==> src/rtl/encoder4to2_pkg.sv <==
// Shared widths, handshake state type and a one-hot helper for the 4-line event encoder.
package encoder4to2_pkg;

  localparam int N_LINES = 4;
  localparam int CODE_W  = 2;

  typedef enum logic {
    IDLE = 1'b0,
    HOLD = 1'b1
  } state_t;

  function automatic logic [N_LINES-1:0] onehot(input logic [CODE_W-1:0] idx);
    onehot      = '0;
    onehot[idx] = 1'b1;
  endfunction

endpackage

==> src/rtl/encoder4to2_prio_sel4.sv <==
// Combinational 4-way selector; default searches downward from start, ENCODER4TO2_ROUND_ROBIN_EN
// searches upward from start with wrap.
module prio_sel4
  import encoder4to2_pkg::*;
(
  input  logic [N_LINES-1:0] vec,
  input  logic [CODE_W-1:0]  start,
  output logic [CODE_W-1:0]  idx,
  output logic               any
);

  logic [CODE_W-1:0] cand;
  logic              found;

  always_comb begin
    idx   = '0;
    cand  = '0;
    found = 1'b0;
    for (int i = 0; i < N_LINES; i++) begin
`ifdef ENCODER4TO2_ROUND_ROBIN_EN
      cand = start + CODE_W'(i);
`else
      cand = start - CODE_W'(i);
`endif
      if (!found && vec[cand]) begin
        idx   = cand;
        found = 1'b1;
      end
    end
    any = found;
  end

endmodule

==> src/rtl/encoder4to2_event.sv <==
// Sticky event capture with a one-deep valid/ready output slot; ENCODER4TO2_ROUND_ROBIN_EN
// switches from fixed highest-index priority to a rotating pointer.
//   state | meaning
//   IDLE  | no granted event, valid=0
//   HOLD  | code holds a granted event, valid=1 until ready
module encoder4to2_event
  import encoder4to2_pkg::*;
(
  input  logic               clk,
  input  logic               rst_n,
  input  logic               en,
  input  logic [N_LINES-1:0] req,
  input  logic               ready,
  output logic [CODE_W-1:0]  code,
  output logic               valid,
  output logic [N_LINES-1:0] pending,
  output logic               overflow
);

  state_t             state_q, state_d;
  logic [CODE_W-1:0]  code_q, code_d;
  logic [N_LINES-1:0] pending_q, pending_d;
  logic               overflow_q, overflow_d;
  logic [CODE_W-1:0]  sel_idx, start_idx;
  logic               sel_any, load;
  logic [N_LINES-1:0] clr, set_v;

`ifdef ENCODER4TO2_ROUND_ROBIN_EN
  logic [CODE_W-1:0] ptr_q, ptr_d;
  assign start_idx = ptr_q;
  assign ptr_d     = load ? sel_idx + CODE_W'(1) : ptr_q;
`else
  assign start_idx = CODE_W'(N_LINES - 1);
`endif

  prio_sel4 u_sel (
    .vec   (pending_q),
    .start (start_idx),
    .idx   (sel_idx),
    .any   (sel_any)
  );

  // Selection sees only registered pending; same-cycle req lands next cycle.
  always_comb begin
    load       = ((state_q == IDLE) || ready) && sel_any;
    clr        = load ? onehot(sel_idx) : '0;
    set_v      = en ? req : '0;
    pending_d  = (pending_q & ~clr) | set_v;
    overflow_d = |(set_v & pending_q & ~clr);
    code_d     = load ? sel_idx : code_q;
  end

  always_ff @(posedge clk or negedge rst_n) begin
    if (!rst_n) begin
      state_q    <= IDLE;
      code_q     <= '0;
      pending_q  <= '0;
      overflow_q <= 1'b0;
    end else begin
      state_q    <= state_d;
      code_q     <= code_d;
      pending_q  <= pending_d;
      overflow_q <= overflow_d;
    end
  end

`ifdef ENCODER4TO2_ROUND_ROBIN_EN
  always_ff @(posedge clk or negedge rst_n) begin
    if (!rst_n) ptr_q <= '0;
    else        ptr_q <= ptr_d;
  end
`endif

  always_comb begin
    state_d = state_q;
    case (state_q)
      IDLE:    if (load) state_d = HOLD;
      HOLD:    if (ready) state_d = load ? HOLD : IDLE;
      default: state_d = IDLE;
    endcase
  end

  always_comb begin
    valid    = (state_q == HOLD);
    code     = code_q;
    pending  = pending_q;
    overflow = overflow_q;
  end

endmodule
==> config.mk <==
export PLATFORM = sky130hd
export DESIGN_NAME = encoder4to2_event
export DESIGN_NICKNAME = d
export VERILOG_FILES = /design/src/rtl/encoder4to2_pkg.sv /design/src/rtl/encoder4to2_prio_sel4.sv /design/src/rtl/encoder4to2_event.sv
export SDC_FILE = /design/constraint.sdc
export NUM_CORES = 1
export LEC_CHECK = 0
export CAP_MARGIN = 20
export CORE_AREA = 2 2 39 41
export DETAILED_ROUTE_END_ITERATION = 6
export DIE_AREA = 0 0 41 43
export GPL_TIMING_DRIVEN = 0
export PLACE_DENSITY_LB_ADDON = 0.3
export RECOVER_POWER = 25
export SKIP_CTS_REPAIR_TIMING = 1
export SLEW_MARGIN = 10
export SYNTH_ARGS = -nofsm -noshare
export SYNTH_HDL_FRONTEND = slang
export SYNTH_HIERARCHICAL = 1
export SYNTH_SLANG_ARGS = --single-unit
==> constraint.sdc <==
create_clock -name clk -period 1.8 [get_ports clk]
set_input_delay 0.45 -clock clk [delete_from_list [all_inputs] [get_ports clk]]
set_output_delay 0.45 -clock clk [all_outputs]
set_load 0.005 [all_outputs]
==> summary.txt <==
Setup path
  • CP top delay family: buffers and inverters
  • R2R Setup Slk: approximately 0.13 ns
  • WP buf/inv: 1
  • Setup CP Type: flop to output pin
  • Max Fanout on Critical Path: 6
  • CP endpoint kind: output pin
  • Crit path max-delay cell type: clkdlybuf4s50_1
  • Crit-path max cell delay: between 0.5 and 0.6 ns
  • Critical-path cell list: clkdlybuf4s50_1
  • Required time of the critical path: about 1.4 ns
  • Critical Path Source Type: flop
  • CP arrival: between 1 and 1.5 ns

Floorplanning
  • I/O pin count: 16
  • FP Rows: 14
  • Core Region: roughly 1400 um2
  • Die Width: approximately 40 um
  • Die height: about 43 um
  • DIE AREA: roughly 1800 um2
  • Initial Util: about a third

Cells and area
  • Layout area overhead: 57.3%
  • Fin cells: 88
  • Fillcell total: 136
  • Final cell utilization of the core: about half
  • Register Area: about 200 um2
  • Share of layout cells above drive strength 1: between 20% and 30%
  • Diode count: 0
  • Final Cell Area: 697 um2
  • Nets@finish: 82
  • Multi-input gate area: 272 um2

Pwr
  • Logic pwr share: 43.5%
  • Switching pwr: approximately 0.28 mW
  • Leak: around 0.31 nW
  • Int Power: between 0.5 and 0.6 mW
  • PwrDens: 1150 nW/um2
  • Reg power frac: a little under two fifths
  • Maximum vdd drop: slightly below 600 uV
  • Clock Power Share: between 10% and 20%
  • Switching portion of total power: 35.2%

Route
  • # DRC: 0
  • Total Wirelength: around 1000 um
  • DR iter-0 viols: 6
  • Post-DRT Antenna Nets: 0
  • Vias per cell: 5.01
  • Max Used Layer: met4
  • WL per Instance: between 10 and 15 um
  • Met2 WL: between 400 and 500 um
  • Drt first pass iters: 4
  • Metal3 WL: approximately 46 um
  • DR vias: roughly 440
  • Met1 wire length: approximately 500 um

Clock tree
  • CTS sink cnt: 8
  • Skew-Pair Late Insertion Delay: about 0.26 ns
  • CTS H-tree depth: 1
  • Num CTS Buffers: 3
  • CTS root buf: clkbuf_4
  • TritonCTS clock tree: done
  • Clock-pin slew on the worst setup and hold paths: roughly 0.060 ns
  • Max Buffers Root-to-Sink: 2

Placement
  • Placed Area: around 640 um2
  • Port bufs: 15
  • DP HPWL: ~740 um
  • Placer Congestion: about 0.75
  • Placed cell count: slightly above 80

Flow run
  • Max-cap viol count: 0

Global route
  • GRT Resource Usage Total: between 10% and 20%
  • First-pass GRT wire length: roughly 1700 um
  • Largest net degree at the start of global routing: 9
  • Initial antenna violation count: 0
  • Vias in the first global route: ~420
  • Total gr overflow: 0

Synth
  • Netlist Area Pre-Place: approximately 440 um2
  • Synth Instances: 45
  • YS warnings: 6
  • Flip-flop and latch count after synthesis: 8
  • Synth cell types: 21
  • Register area share after synthesis: 45.2%
  • Syn Area/Cell: roughly 10 um2

STA
  • Worst Clk Skew: between 0.007 and 0.008 ns
  • Hold Worst Slack: roughly 0.49 ns
  • Final setup violation count: 0
  • Min Clock Period, post-route: ~1.7 ns
  • F_max: roughly 0.6 GHz
  • Final slew viol count: 0
  • Final period util: 94.0%
  • Final hold violations: 0

Hold path
  • Min-delay worst type: flop to flop

Outcome
  • Status: completed
## worst register-to-register path: stages, from the launching register on
cell and delay [ns]:
dfrtp_1 0.39, inv_1 0.11, a221oi_2 0.27, o32ai_2 0.15, inv_1 0.11, nand4_1 0.15, o22ai_2 0.22, o221ai_1 0.13
## per-stage QoR
step | worst slack (ns) | TNS (ns) | total power, mW
5_1_grt | -0.00257 | -0.00257 | 0.867
3_3_place_gp | 0.0556 | 0 | 0.608
3_5_place_dp | 0.0291 | 0 | 0.614
2_1_floorplan | 0.231 | 0 | 0.446
4_1_cts | 0.00951 | 0 | 0.764
6_report | 0.108 | 0 | 0.803
## cell type report
cell class	count	area share, %
Inverter	4	2.15
Tap cell	16	2.87
Sequential cell	8	29.1
Timing Repair Buffer	17	23.7
Clock buffer	3	3.23
Multi-Input combinational cell	40	39.0
## cells by family (layout without fill, tap and decap cells)
| kind of cell | Yosys count | after routing | synth area share (%) |
|---|---|---|---|
| and+or+nand+nor | 16 | 16 | 20.9 |
| DFF | 8 | 8 | 45.2 |
| muxes | 1 | 1 | 2.54 |
| other | 1 | 8 | 0.847 |
| buffers and inverters | 4 | 24 | 3.39 |
| AOI/OAI and AO/OA | 15 | 15 | 27.1 |
## state kept, by name, summed over array words and instances (netlist names)
register	count
valid	1
code	2
pending	4
overflow	1
## power groups by stage
stage | Combinational [mW] | Clock, mW | Sequential, mW
floorplan | 0.144 | 0 | 0.301
global placement | 0.302 | 0 | 0.306
detailed placement | 0.307 | 0 | 0.308
CTS | 0.308 | 0.151 | 0.305
global route | 0.386 | 0.163 | 0.318
finish | 0.350 | 0.145 | 0.308
## per-layer routing
metal,global-route usage [%],up-vias
met1,20.7,201
met3,3.14,4
met4,11.3,0
met5,0,-
li1,-,221
met2,17.8,15
## cells in the final DEF, fill, tap and decap left out, drive strengths merged
| cell type | instances |
|---|---|
| a22o | 2 |
| mux2 | 1 |
| conb | 8 |
| and3 | 2 |
| a41oi | 1 |
| a221oi | 2 |
| nand3 | 2 |
| o221ai | 1 |
| o32ai | 1 |
| nand2 | 6 |
| clkdlybuf4s50 | 14 |
| o22ai | 1 |
| a21oi | 3 |
| inv | 4 |
| o31ai | 2 |
| dlygate4sd3 | 1 |
| nor2 | 2 |
| o21ai | 2 |
| nand4 | 2 |
| clkbuf | 3 |
| buf | 2 |
| nand2b | 2 |
| dfrtp | 8 |
## worst paths after layout
| kind | cells after the start | endpoint | from |
|---|---|---|---|
| max | 1 | pending[0] | pending[0] |
| min in group asynchronous | 1 | pending[2] | rst_n |
| max in group asynchronous | 1 | pending[1] | rst_n |
| max reg2reg | 7 | overflow | pending[2] |
| min | 2 | code[0] | code[0] |
| min reg2reg | 2 | code[0] | code[0] |
## cells in the mapped netlist
cell type	number	area (um2)
a21oi_1	3	15.0
a221oi_2	2	30.0
a22o_1	2	17.5
a41oi_1	1	8.76
and3_1	2	12.5
conb_1	1	3.75
dfrtp_1	8	200
inv_1	4	15.0
mux2_2	1	11.3
nand2_1	5	18.8
nand2_4	1	11.3
nand2b_1	1	6.26
nand2b_4	1	13.8
nand3_1	2	10.0
nand4_1	2	12.5
nor2_1	2	7.51
o21ai_0	2	10.0
o221ai_1	1	8.76
o22ai_1	1	6.26
o31ai_1	2	15.0
o32ai_1	1	8.76
(Power assumes the default switching activity.)
